## config.mk

```make
export PLATFORM = sky130hd
export DESIGN_NAME = sensor_resp_assembler
export DESIGN_NICKNAME = d
export VERILOG_FILES = /design/src/rtl/sensor_resp_assembler.sv
export SDC_FILE = /design/constraint.sdc
export NUM_CORES = 1
export LEC_CHECK = 0
export BUFFER_PORTS_ARGS = -buffer_cell sky130_fd_sc_hd__buf_2
export CAP_MARGIN = 20
export CORE_UTILIZATION = 25
export DETAILED_ROUTE_END_ITERATION = 7
export HOLD_SLACK_MARGIN = 0.12
export MAX_ROUTING_LAYER = met4
export PLACE_DENSITY = 0.46
export SETUP_SLACK_MARGIN = 0.2
export SLEW_MARGIN = 20
export SYNTH_ARGS = -nofsm -noshare
export SYNTH_HDL_FRONTEND = slang
export SYNTH_SLANG_ARGS = --single-unit
```

## constraint.sdc

```tcl
create_clock -name clock -period 3.9 [get_ports clock]
set_clock_uncertainty 0.15 [all_clocks]
set_input_delay 0.39 -clock clock [delete_from_list [all_inputs] [get_ports clock]]
set_output_delay 0.39 -clock clock [all_outputs]
set_load 0.02 [all_outputs]
```

## src/rtl/sensor_resp_assembler.sv

```systemverilog
// Receive-side framing stage: collects a 4-byte sensor reply {addr, data_hi, data_lo, chk}
// from UART byte strobes, validates address/checksum, and flags inter-byte timeouts.
module sensor_resp_assembler #(
    parameter int TIMEOUT_CYCLES = 500000,
    parameter int CNT_W          = 20
) (
    input  logic        clock,
    input  logic        reset,
    input  logic        start,
    input  logic [7:0]  exp_addr,
    input  logic        rx_DV,
    input  logic [7:0]  rx_Byte,
    output logic        busy,
    output logic        done,
    output logic [31:0] result,
    output logic [1:0]  error
);

    typedef enum logic [2:0] {IDLE, W_ADDR, W_HI, W_LO, W_CHK, FIN} state_t;

    // Expiry is decided one cycle early so the registered done lands exactly
    // TIMEOUT_CYCLES cycles after the last accepted byte or start.
    localparam logic [CNT_W-1:0] EXPIRY  = CNT_W'(TIMEOUT_CYCLES - 2);
    localparam logic [CNT_W-1:0] CNT_ONE = CNT_W'(1);

    state_t             state_reg, state_next;
    logic [7:0]         exp_reg, exp_next;
    logic [7:0]         sum_reg, sum_next;
    logic [CNT_W-1:0]   cnt_reg, cnt_next;
    logic               busy_reg, busy_next;
    logic               done_reg, done_next;
    logic [31:0]        result_reg, result_next;
    logic [1:0]         error_reg, error_next;
    logic [2:0]         load;
    logic [23:0]        frame_bits;
    logic               fin_go;
    logic [1:0]         fin_err;
    logic [31:0]        fin_res;

    // One byte register per stored frame position: addr, data_hi, data_lo.
    for (genvar gi = 0; gi < 3; gi++) begin : g_frame
        logic [7:0] byte_reg;
        always_ff @(posedge clock) begin
            if (reset) begin
                byte_reg <= '0;
            end else if (load[gi]) begin
                byte_reg <= rx_Byte;
            end
        end
        assign frame_bits[(2-gi)*8 +: 8] = byte_reg;
    end

    always_ff @(posedge clock) begin
        if (reset) begin
            state_reg  <= IDLE;
            exp_reg    <= '0;
            sum_reg    <= '0;
            cnt_reg    <= '0;
            busy_reg   <= 1'b0;
            done_reg   <= 1'b0;
            result_reg <= '0;
            error_reg  <= 2'b00;
        end else begin
            state_reg  <= state_next;
            exp_reg    <= exp_next;
            sum_reg    <= sum_next;
            cnt_reg    <= cnt_next;
            busy_reg   <= busy_next;
            done_reg   <= done_next;
            result_reg <= result_next;
            error_reg  <= error_next;
        end
    end

    always_comb begin
        state_next  = state_reg;
        exp_next    = exp_reg;
        sum_next    = sum_reg;
        cnt_next    = cnt_reg;
        busy_next   = busy_reg;
        done_next   = 1'b0;
        result_next = result_reg;
        error_next  = error_reg;
        load        = 3'b000;
        fin_go      = 1'b0;
        fin_err     = 2'b00;
        fin_res     = 32'h0000_0000;

        case (state_reg)
            IDLE: begin
                // A byte coinciding with start is dropped: rx_DV is not looked at here.
                if (start) begin
                    exp_next   = exp_addr;
                    cnt_next   = '0;
                    sum_next   = '0;
                    busy_next  = 1'b1;
                    state_next = W_ADDR;
                end
            end
            W_ADDR, W_HI, W_LO, W_CHK: begin
                if (rx_DV) begin
                    cnt_next = '0;
                    case (state_reg)
                        W_ADDR: begin
                            if (rx_Byte == exp_reg) begin
                                load[0]    = 1'b1;
                                sum_next   = rx_Byte;
                                state_next = W_HI;
                            end else begin
                                fin_go  = 1'b1;
                                fin_err = 2'b10;
                            end
                        end
                        W_HI: begin
                            load[1]    = 1'b1;
                            sum_next   = sum_reg + rx_Byte;
                            state_next = W_LO;
                        end
                        W_LO: begin
                            load[2]    = 1'b1;
                            sum_next   = sum_reg + rx_Byte;
                            state_next = W_CHK;
                        end
                        default: begin
                            fin_go = 1'b1;
                            if (rx_Byte == sum_reg) begin
                                fin_err = 2'b00;
                                fin_res = {frame_bits, rx_Byte};
                            end else begin
                                fin_err = 2'b11;
                            end
                        end
                    endcase
                end else if (cnt_reg == EXPIRY) begin
                    fin_go  = 1'b1;
                    fin_err = 2'b01;
                end else begin
                    cnt_next = cnt_reg + CNT_ONE;
                end
            end
            FIN: begin
                state_next = IDLE;
            end
            default: begin
                state_next = IDLE;
                busy_next  = 1'b0;
            end
        endcase

        if (fin_go) begin
            state_next  = FIN;
            busy_next   = 1'b0;
            done_next   = 1'b1;
            result_next = fin_res;
            error_next  = fin_err;
        end
    end

    assign busy   = busy_reg;
    assign done   = done_reg;
    assign result = result_reg;
    assign error  = error_reg;

endmodule

```

==> out/metrics.yaml, run 1 <==
ys.flop_type: "dfxtp_1"
synthCells: 491
switching_share_pct: 33.1
die_w_um: 136
grt_max_degree: 35
seq_area_sq_um: 1980
cts-root-buf: "clkbuf_16"
antenna_left: 0
ir_worst_vdd_uv: 240
finalInstanceArea_sq_um: 5240
setup_viol: 0
first_global_vias: 3554
drv_slew: 0
die_y_um: 136
ys_top_cells_by_area: "dfxtp_1 (44%), nand2_1 (6.3%), a22o_1 (6.2%)"
crit_arrival_ns: 2.70
num_rows: 48
crit_family: "simple AND/OR/NAND/NOR gates"
path_buf_inv: 1
clk_pin_slew_ns: 0.07
hold_viol: 0
syn_nets: 521
cts-buffers-inserted: 9
worst-path-max-fanout: 34
cts.repair.resized: 0
max-slew-margin-rel_pct: 38.9
slowest_delay_ns: 0.70
synth_cell_types: 61
core-area_sq_um: 17400
worstSetupStartpointType: "flip-flop"
worstPathRequired_ns: 4.00
multi_input_area_sq_um: 2280
powerDensity_nw_per_um2: 496
avgViaCountPerCell: 4.95
min_path_type: "in -> reg"
yosysTopAreaCellShare_pct: 44.0
drc: 0
dr.pass1.iters: 5
crit_type: "reg -> reg"
power.total_mw: 2.60
cp_slowest_cell: "dfxtp_1"
clock_sinks: 99
place_hpwl_mm: 8.42
h-tree-depth: 3
drive_gt1_share_pct: 16.1
switchingPower_mw: 0.862
hold_ws_ns: 0.132
tightest_slew_ns: 0.910
async_reset_ff_share_pct: 0
internal-power_mw: 1.74
period_needed_ns: 2.61
yosysTopAreaCell: "dfxtp_1"
avgSynthCellArea_sq_um: 9.17
path_cells: "or3b_4 -> a21oi_4 -> a41oi_4 -> and3_1 -> buf_4 -> a22o_1"
nFillCells: 1851
critPathCaptureType: "flip-flop"
drt_iter0_drc: 194
antenna_found_initial: 1
start_util_pct: 25.9
ys_seq_elements: 99
yosys_warnings: 0
gr-total-overflow: 0
status: "complete, no violations"
wl_per_cell_um: 15.5
largest_reg_flops: 32
p_seq_share_pct: 43.7
max_freq_mhz: 383
vias: 3789
drv_cap: 0
die-area_sq_um: 18600
p_leak_nw: 2.07
port-buffer-count: 55
routed_wl_mm: 11.9
clk_latency_ns: 0.35
cts_post_setup_buffers_inserted: 0
clkPwrFrac_pct: 34.1
min_period_over_period_pct: 66.9
synth_area_sq_um: 4500
rsz0062_at_grt: "false"
place_area_sq_um: 4890
gr-usage-all-layers_pct: 13.6
ys_seq_area_share_pct: 44.0
fin_nets: 564
synthToLayoutAreaGrowth_pct: 16.4
grt_first_pass_wirelength_mm: 18.8
finalSetupTns_ns: 0
clock_path_buffers: 2
io_pins: 56
cts_tree: "yes"
pwr-share-comb_pct: 22.2
synth_edf_count: 0
gp_congestion: 0.859
what timing repair did:
action                     in CTS  in global routing
setup endpoints to repair       0                  0
hold endpoints to repair        5                  0
hold buffers                    5                  0
synthesized netlist by cell type, types with 2 or more instances:
library cell and instances:
buf_4 2, o21bai_1 2, nand2b_1 9, and3_1 9, a211oi_1 4, or4_1 9
nand2_1 75, nand3_1 12, o21ai_0 6, mux2i_1 14, inv_1 11, nor2_1 18
o31ai_1 12, a311oi_1 5, a31oi_1 2, clkbuf_1 15, nor4b_1 3, nor4_1 4
o21ai_1 2, nor2b_1 3, a21o_1 3, xnor2_1 4, dfxtp_1 99, a21oi_1 45
o41ai_1 2, nor3_1 9, buf_2 6, and2_1 5, ha_1 9, a22oi_1 5
xor2_1 11, nor4_2 3, nor3b_1 2, buf_6 8, nand4_1 6, a22o_1 32
path summary, 6_finish.rpt:
kind                           from                     end  slack (ns)  cells past startpoint
max                    state_reg[2]              result[14]        1.29                      6
min                     exp_addr[3]              exp_reg[3]        0.13                      3
max reg2reg            state_reg[2]              result[14]        1.29                      6
min reg2reg  g_frame[1].byte_reg[7]  g_frame[1].byte_reg[7]        0.31                      2
metrics by stage:
step / cells / setup WS (ns) / util [%]
after global placement: 743 / 1.21 / 28.1
after CTS: 764 / 1.30 / 30.1
after global routing: 765 / 1.13 / 30.1
final: 765 / 1.29 / 30.1
after floorplan: 491 / 1.67 / -
after detailed placement: 743 / 1.22 / 28.1
layout make-up:
| class | count | share of cell area, % |
|---|---|---|
| Clock buffer | 10 | 4.56 |
| Multi-Input combinational cell | 349 | 43.6 |
| Timing Repair Buffer | 64 | 6.78 |
| Sequential cell | 99 | 37.8 |
| Inverter | 11 | 0.788 |
| Tap cell | 225 | 5.37 |
| Clock inverter | 6 | 1.07 |
| Antenna cell | 1 | 0.0477 |
metal layers:
metal,up-vias,share of wire (%),GRT usage [%]
met3,17,5.4,4.10
met5,-,0,-
met4,0,1.5,3.89
met1,1790,47,16.7
met2,96,46,21.5
li1,1886,-,-
tightest hold or removal path, stage by stage:
cell and delay [ns]:
buf_2 0.09, nand2_1 0.05, a21oi_1 0.05
cell families after synthesis:
| family | synth area share (%) |
|---|---|
| DFF | 44.0 |
| AOI/OAI and AO/OA | 22.4 |
| buffers and inverters | 5.28 |
| xor gates and xnor gates | 2.92 |
| adders and majority gates | 2.94 |
| muxes | 3.11 |
| and+or+nand+nor | 19.4 |
layout by cell type, fill, tap and decap left out, types with 2 or more instances in the layout:
| cell | count |
|---|---|
| nor2_1 | 18 |
| nor4_2 | 3 |
| a22o_1 | 32 |
| xor2_1 | 11 |
| o31ai_1 | 12 |
| a31oi_1 | 2 |
| inv_1 | 11 |
| clkbuf_16 | 9 |
| clkinv_4 | 2 |
| o21bai_1 | 2 |
| o21ai_1 | 2 |
| dlygate4sd3_1 | 5 |
| buf_4 | 4 |
| nor3b_1 | 2 |
| a311oi_1 | 5 |
| a22oi_1 | 5 |
| xnor2_1 | 4 |
| inv_8 | 2 |
| nand3_1 | 12 |
| ha_1 | 9 |
| a211oi_1 | 4 |
| nor4_1 | 4 |
| nand2b_1 | 9 |
| buf_2 | 55 |
| nor3_1 | 9 |
| and3_1 | 9 |
| nand4_1 | 6 |
| nor2b_1 | 3 |
| o41ai_1 | 2 |
| a21o_1 | 3 |
| a21oi_1 | 45 |
| nand2_1 | 75 |
| o21ai_0 | 6 |
| or4_1 | 9 |
| and2_1 | 5 |
| mux2i_1 | 14 |
| dfxtp_1 | 99 |
| nor4b_1 | 3 |
power groups by stage:
stage / Sequential, mW / Combinational [mW] / Clock [mW]
floorplan: 1.14 / 0.465 / 0
finish: 1.14 / 0.578 / 0.886
global route: 1.15 / 0.650 / 0.961
global placement: 1.16 / 0.564 / 0
detailed placement: 1.16 / 0.575 / 0
CTS: 1.14 / 0.581 / 0.921
(Power assumes the default switching activity.)
==> run 2, diff against run 1 <==
--- a/config.mk
+++ b/config.mk
@@ -5,13 +5,14 @@
 export SDC_FILE = /design/constraint.sdc
 export NUM_CORES = 1
 export LEC_CHECK = 0
+export ABC_AREA = 1
 export BUFFER_PORTS_ARGS = -buffer_cell sky130_fd_sc_hd__buf_2
 export CAP_MARGIN = 20
 export CORE_UTILIZATION = 25
 export DETAILED_ROUTE_END_ITERATION = 7
 export HOLD_SLACK_MARGIN = 0.12
 export MAX_ROUTING_LAYER = met4
-export PLACE_DENSITY = 0.46
+export PLACE_DENSITY = 0.47
 export SETUP_SLACK_MARGIN = 0.2
 export SLEW_MARGIN = 20
 export SYNTH_ARGS = -nofsm -noshare
==> constraint.sdc (replaced) <==
create_clock -name clock -period 2.2 [get_ports clock]
set_clock_uncertainty 0.15 [all_clocks]
set_input_delay 0.22 -clock clock [delete_from_list [all_inputs] [get_ports clock]]
set_output_delay 0.22 -clock clock [all_outputs]
set_load 0.02 [all_outputs]
==> run 2 against run 1 <==
Worst hold slack improved by 0.020 ns. Routed wire length is 41% higher. Die area up 15%. Total power up 130%. Maximum frequency up 35%. First-iteration DRC count up 76%.
==> out/metrics.yaml, run 2 <==
met1_usage_pct: 21.0  # +4.4 points
die_w_um: 146  # +7.0%
cts-root-buf: "clkbuf_16"
first_global_vias: 5063  # +42%
avgSynthCellArea_sq_um: 6.66  # -27%
n_antenna_cell: 0  # -1
p_leak_nw: 2.65  # +28%
hold_viol: 0  # unchanged
worst-r2r-setup-slack_ns: 0.27  # -1.02 ns
cp_slowest_cell: "dfxtp_2"
routed_wl_mm: 16.8  # +41%
synth_cell_types: 35  # -43%
syn_nets: 806  # +55%
place_area_sq_um: 6000  # +23%
path_cells: "ha_4 -> nor2_4 -> nand2_2 -> nor3_2 -> nand2_2 -> inv_4 -> clkbuf_16 -> nand2_1 -> nor2_1 -> nand3_1 -> a21oi_1"
grt_max_degree: 57  # +63%
clock_sinks: 99  # unchanged
gr-total-overflow: 0  # unchanged
core-area_sq_um: 20200  # +16%
finalInstanceArea_sq_um: 6800  # +30%
yosys_warnings: 0  # unchanged
drc: 0  # unchanged
crit_type: "reg -> reg"
drv_cap: 0  # unchanged
postLayoutCoreUtil_pct: 33.6  # +3.5 points
drive_gt1_share_pct: 22.1  # +6.0 points
async_reset_ff_share_pct: 0  # unchanged
worst-path-max-fanout: 8  # -76%
final_common_cell: "nand2_1"
yosysTopAreaCellShare_pct: 38.3  # -5.7 points
ys_top_cells_by_area: "dfxtp_1 (38%), nand2_1 (12%), nand3_1 (10%)"
synthCells: 776  # +58%
critPathCaptureType: "flip-flop"
h-tree-depth: 3  # unchanged
worstHoldStart: "rx_DV"
min_path_cells: 3  # unchanged
start_util_pct: 25.6  # -0.31 points
grtUsageMet2_pct: 26.0  # +4.5 points
ir_worst_vdd_uv: 464  # +93%
slowest_delay_ns: 0.34  # -0.36 ns
synth_edf_count: 0  # unchanged
clock_path_buffers: 2  # unchanged
whs_endpoint: "result[13]"
max_freq_mhz: 518  # +35%
ys_seq_area_share_pct: 38.3  # -5.7 points
rsz0062_at_grt: "true"
synthToLayoutAreaGrowth_pct: 31.5
synth_most_common_cell: "nand2_1"
cpMostUsedCell: "nand2_2"
clk_pin_slew_ns: 0.08  # about the same
layout_common_cells: "nand2_1 (147), nand3_1 (100), dfxtp_1 (91), a21oi_1 (86), nor2_1 (80)"
synth_area_sq_um: 5170  # +15%
vias: 5317  # +40%
gp_congestion: 0.899  # +4.6%
worstPathRequired_ns: 2.34  # -1.66 ns
antenna_found_initial: 0  # -1
yosysTopAreaCell: "dfxtp_1"
max-slew-margin-rel_pct: 55.5  # +17 points
worstSetupStartpointType: "flip-flop"
die_y_um: 146  # +7.0%
grt_first_pass_wirelength_mm: 26.8  # +42%
clk_latency_ns: 0.37  # +0.02 ns
port-buffer-count: 55  # unchanged
drv_slew: 0  # unchanged
fin_nets: 899  # +59%
cts-buffers-inserted: 9  # unchanged
dr.pass1.iters: 5  # unchanged
finalSetupTns_ns: 0  # unchanged
ys.flop_type: "dfxtp_1"
die-area_sq_um: 21300  # +15%
reg2reg_from: "sum_reg[4]"
grt_util_met3_pct: 2.76  # -1.3 points
place_hpwl_mm: 11.8  # +40%
avgViaCountPerCell: 4.65  # -6.1%
reg2reg_to: "result[26]"
finalWorstSetupSlack_ns: 0.271  # -1.02 ns
io_pins: 56  # unchanged
num_rows: 52  # +8.3%
setup_viol: 0  # unchanged
antenna_left: 0  # unchanged
crit_arrival_ns: 2.07  # -0.63 ns
place_ws_ns: 0.107  # -1.11 ns
gr-usage-all-layers_pct: 16.3  # +2.7 points
drt_iter0_drc: 341  # +76%
period_needed_ns: 1.93  # -0.679 ns
r2r_cells: 11  # +5
min_path_type: "in -> reg"
min_period_over_period_pct: 87.7  # +21 points
grt.busiest_layer: "met2"
hold_ws_ns: 0.153  # +0.0205 ns
ys_seq_elements: 99  # unchanged
wl_per_cell_um: 14.7  # -5.6%
powerDensity_nw_per_um2: 881  # +77%
status: "complete, no violations"
tightest_slew_ns: 0.667  # -0.243 ns
synth_commonest_cells: "nand2_1 (159), nand3_1 (105), dfxtp_1 (99)"
cts_tree: "yes"
largest_reg_flops: 32  # unchanged
## run 2: cell type report
type	count	area, sq um
Sequential cell	99	1990
Inverter	73	284
Tap cell	270	338
Fill cell	2234	13400
Clock inverter	5	46.3
Timing Repair Buffer	119	917
Multi-Input combinational cell	567	2980
Clock buffer	10	239
## run 2: what timing repair did
item	4_1_cts	5_1_grt
resized for setup	2	64
hold buffers	10	0
pin swaps	0	28
setup buffers	0	5
endpoints found under the setup margin	26	75
gates cloned	0	4
endpoints found under the hold margin	10	0
## run 2: metrics by stage
| step | cells | total power [mW] |
|---|---|---|
| floorplan | 776 | 3.40 |
| global placement | 1109 | 4.15 |
| detailed placement | 1109 | 4.13 |
| CTS | 1134 | 5.76 |
| global route | 1143 | 6.42 |
| finish | 1143 | 5.99 |
## run 2: report_power, final
group / total, mW / internal [mW] / switching, mW
combinational: 2.34 / 0.842 / 1.49
sequential: 2.06 / 1.94 / 0.122
clock: 1.59 / 0.811 / 0.780
## run 2: kinds of logic after synthesis
family / count (synthesis) / synth area share [%]
flip-flops: 99 / 38.3
buffers and inverters: 110 / 8.57
AND/OR/NAND/NOR: 420 / 36.6
XOR/XNOR: 8 / 1.36
AO/OA/AOI/OAI: 129 / 12.6
adder cells (fa/ha/maj): 10 / 2.56
## run 2: worst max-delay path by stage
| stage | from | to | cells past startpoint |
|---|---|---|---|
| floorplan | cnt_reg[0] | cnt_reg[16] | 10 |
| global placement | rx_Byte[5] | error[1] | 12 |
| detailed placement | rx_Byte[5] | error[1] | 12 |
| CTS | sum_reg[6] | result[17] | 11 |
| global route | sum_reg[4] | result[26] | 11 |
| finish | sum_reg[4] | result[26] | 11 |
## run 2: layer usage
layer	up-vias	routed length [um]
li1	2766	-
met2	110	7810
met4	0	312
met3	23	636
met5	-	0
met1	2418	8000
## run 2: worst max-delay path: cells and delay by family (launching register included)
kind / cells / cell delay [ns]
AND/OR/NAND/NOR: 7 / 0.65
AO/OA/AOI/OAI: 1 / 0.16
flip-flops: 1 / 0.34
buffers and inverters: 2 / 0.28
adder cells (fa/ha/maj): 1 / 0.25
==> run 3, diff against run 2 <==
--- a/config.mk
+++ b/config.mk
@@ -8,6 +8,7 @@
 export ABC_AREA = 1
 export BUFFER_PORTS_ARGS = -buffer_cell sky130_fd_sc_hd__buf_2
 export CAP_MARGIN = 20
+export CORE_ASPECT_RATIO = 0.75
 export CORE_UTILIZATION = 25
 export DETAILED_ROUTE_END_ITERATION = 7
 export HOLD_SLACK_MARGIN = 0.12
==> run 3 against run 2 <==
Utilization is 0.32 points higher. Combinational power is 3% higher. Worst hold slack better by 0.0052 ns. Maximum frequency is 2.9% lower. Die area hardly changed. Sequential share of layout area is 0.22 points lower. Cell count is 0.79% lower. Sequential power hardly changed. Design area is 1.1% higher. Critical endpoint is now result[24]. Largest cell class unchanged.
==> out/metrics.yaml, run 3 (synthesized netlist as in run 2, its figures left out) <==
worstPathRequired_ns: 2.35  # about the same
port-buffer-count: 55  # unchanged
seq_area_sq_um: 2000  # +0.38%
drive_gt1_share_pct: 24.4  # +2.3 points
drv_cap: 0  # unchanged
worst-path-max-fanout: 7  # -1
path_buf_inv: 2  # unchanged
clk_latency_ns: 0.36  # about the same
dpl.cell_count: 1101  # -0.72%
io_pins: 56  # unchanged
synthToLayoutAreaGrowth_pct: 32.9
core-area_sq_um: 20300  # +0.17%
final_common_cell: "nand2_1"
grtUsageMet2_pct: 22.2  # -3.8 points
grt_max_degree: 57  # unchanged
clock_sinks: 99  # unchanged
cts-buffers-inserted: 9  # unchanged
dr.pass1.iters: 5  # unchanged
vias: 5404  # +1.6%
rsz0062_at_grt: "true"
tightest_slew_ns: 0.706  # +0.0392 ns
path_cells: "ha_4 -> nor2_2 -> nand2_1 -> nor3_2 -> nand2_2 -> inv_4 -> clkbuf_16 -> nand2_2 -> nor2_1 -> nand3_1 -> a21oi_1"
clock_path_buffers: 2  # unchanged
cts-root-buf: "clkbuf_16"
crit_family: "simple AND/OR/NAND/NOR gates"
clk_pin_slew_ns: 0.08  # about the same
start_util_pct: 25.5  # -0.044 points
place_hpwl_mm: 12.3  # +4.9%
max_freq_mhz: 503  # -2.9%
first_global_vias: 5015  # -0.95%
grt_util_met3_pct: 3.68  # +0.92 points
fin_nets: 901  # +0.22%
antenna_left: 0  # unchanged
worstSetupStartpointType: "flip-flop"
layout_common_cells: "nand2_1 (146), nand3_1 (101), dfxtp_1 (89), a21oi_1 (85), nor2_1 (71)"
die_w_um: 168  # +15%
drt_iter0_drc: 401  # +18%
setup_viol: 0  # unchanged
cts_tree: "yes"
slowest_delay_ns: 0.34  # about the same
gp_congestion: 0.892  # -0.83%
cp_slowest_cell: "dfxtp_2"
largest_reg_flops: 32  # unchanged
finalSetupTns_ns: 0  # unchanged
num_rows: 45  # -13%
die-area_sq_um: 21300  # about the same
h-tree-depth: 3  # unchanged
power.total_mw: 6.15  # +2.8%
antenna_found_initial: 0  # unchanged
p_leak_nw: 2.71  # +2.2%
n_antenna_cell: 0  # unchanged
die_y_um: 127  # -13%
drc: 0  # unchanged
min_period_over_period_pct: 90.3  # +2.6 points
cpMostUsedCell: "nand2_2"
powerDensity_nw_per_um2: 895  # +1.7%
period_needed_ns: 1.99  # +0.0570 ns
gr-usage-all-layers_pct: 16.9  # +0.53 points
ir_worst_vdd_uv: 432  # -6.8%
gr-total-overflow: 0  # unchanged
finalInstanceArea_sq_um: 6870  # +1.1%
met1_usage_pct: 25.3  # +4.2 points
final_cells: 1134  # -0.79%
critPathCaptureType: "flip-flop"
crit_arrival_ns: 2.13  # +0.06 ns
crit_type: "reg -> reg"
multi_input_area_sq_um: 3050  # +2.4%
wl_per_cell_um: 15.2  # +3.8%
hold_viol: 0  # unchanged
drv_slew: 0  # unchanged
routed_wl_mm: 17.3  # +3.0%
place_area_sq_um: 6010  # +0.25%
grt_first_pass_wirelength_mm: 27.3  # +2.0%
hold_ws_ns: 0.158  # +0.00524 ns
nFillCells: 2228  # -0.27%
status: "complete, no violations"
grt.busiest_layer: "met1"
avgViaCountPerCell: 4.77  # +2.4%
max-slew-margin-rel_pct: 52.9  # -2.6 points
min_path_type: "in -> reg"
[run 3: cell types whose count changed in the layout (fill, tap and decap cells not counted), moves of 3 or more]
cell / delta
nor3_2: +9
nor2_2: +8
nor3_1: -9
nor2_1: -9
nand2_4: +3
inv_6: +3
[run 3: worst reg2reg max path, stage by stage, from the launching register on]
cell and delay (ns):
dfxtp_2 0.34, ha_4 0.24, nor2_2 0.09, nand2_1 0.07
nor3_2 0.23, nand2_2 0.16, inv_4 0.13, clkbuf_16 0.16
nand2_2 0.04, nor2_1 0.11, nand3_1 0.08, a21oi_1 0.12
[run 3: cell type report]
class | count | area share (%)
Tap cell | 258 | 4.70
Multi-Input combinational cell | 567 | 44.4
Clock inverter | 6 | 1.16
Sequential cell | 99 | 29.1
Clock buffer | 10 | 3.33
Inverter | 73 | 4.10
Timing Repair Buffer | 121 | 13.2
[run 3: per-layer routing]
metal  wire [um]  up-vias
met5           0        -
met4         154        0
met3         852       10
met2        7000      127
met1        9250     2499
li1            -     2768
[run 3: path summary, 6_finish.rpt]
| check | from | to | slack [ns] | cells past startpoint |
|---|---|---|---|---|
| max | sum_reg[4] | result[24] | 0.21 | 11 |
| min | rx_Byte[7] | g_frame[2].byte_reg[7] | 0.16 | 3 |
| max reg2reg | sum_reg[4] | result[24] | 0.21 | 11 |
| min reg2reg | g_frame[2].byte_reg[3] | g_frame[2].byte_reg[3] | 0.31 | 2 |
[run 3: timing repair]
| item | 4_1_cts | 5_1_grt |
|---|---|---|
| cloned | 0 | 2 |
| resized for setup | 7 | 84 |
| endpoints found under the setup margin | 63 | 72 |
| setup buffers | 1 | 4 |
| pin swaps | 2 | 36 |
| hold buffers | 10 | 0 |
| endpoints found under the hold margin | 11 | 0 |
[run 3: report_power, final]
| group | leakage [nW] | internal, mW | switching (mW) |
|---|---|---|---|
| clock network | 0.147 | 0.906 | 0.786 |
| logic | 1.75 | 0.842 | 1.56 |
| registers | 0.806 | 1.94 | 0.124 |
| total | 2.71 | 3.69 | 2.47 |
[run 3: per-stage QoR]
stage / worst slack (ns) / util (%)
detailed placement: 0.0128 / 29.7
CTS: 0.197 / 31.9
global route: 0.125 / 33.9
floorplan: 0.366 / -
global placement: -0.0191 / 29.7
finish: 0.214 / 33.9
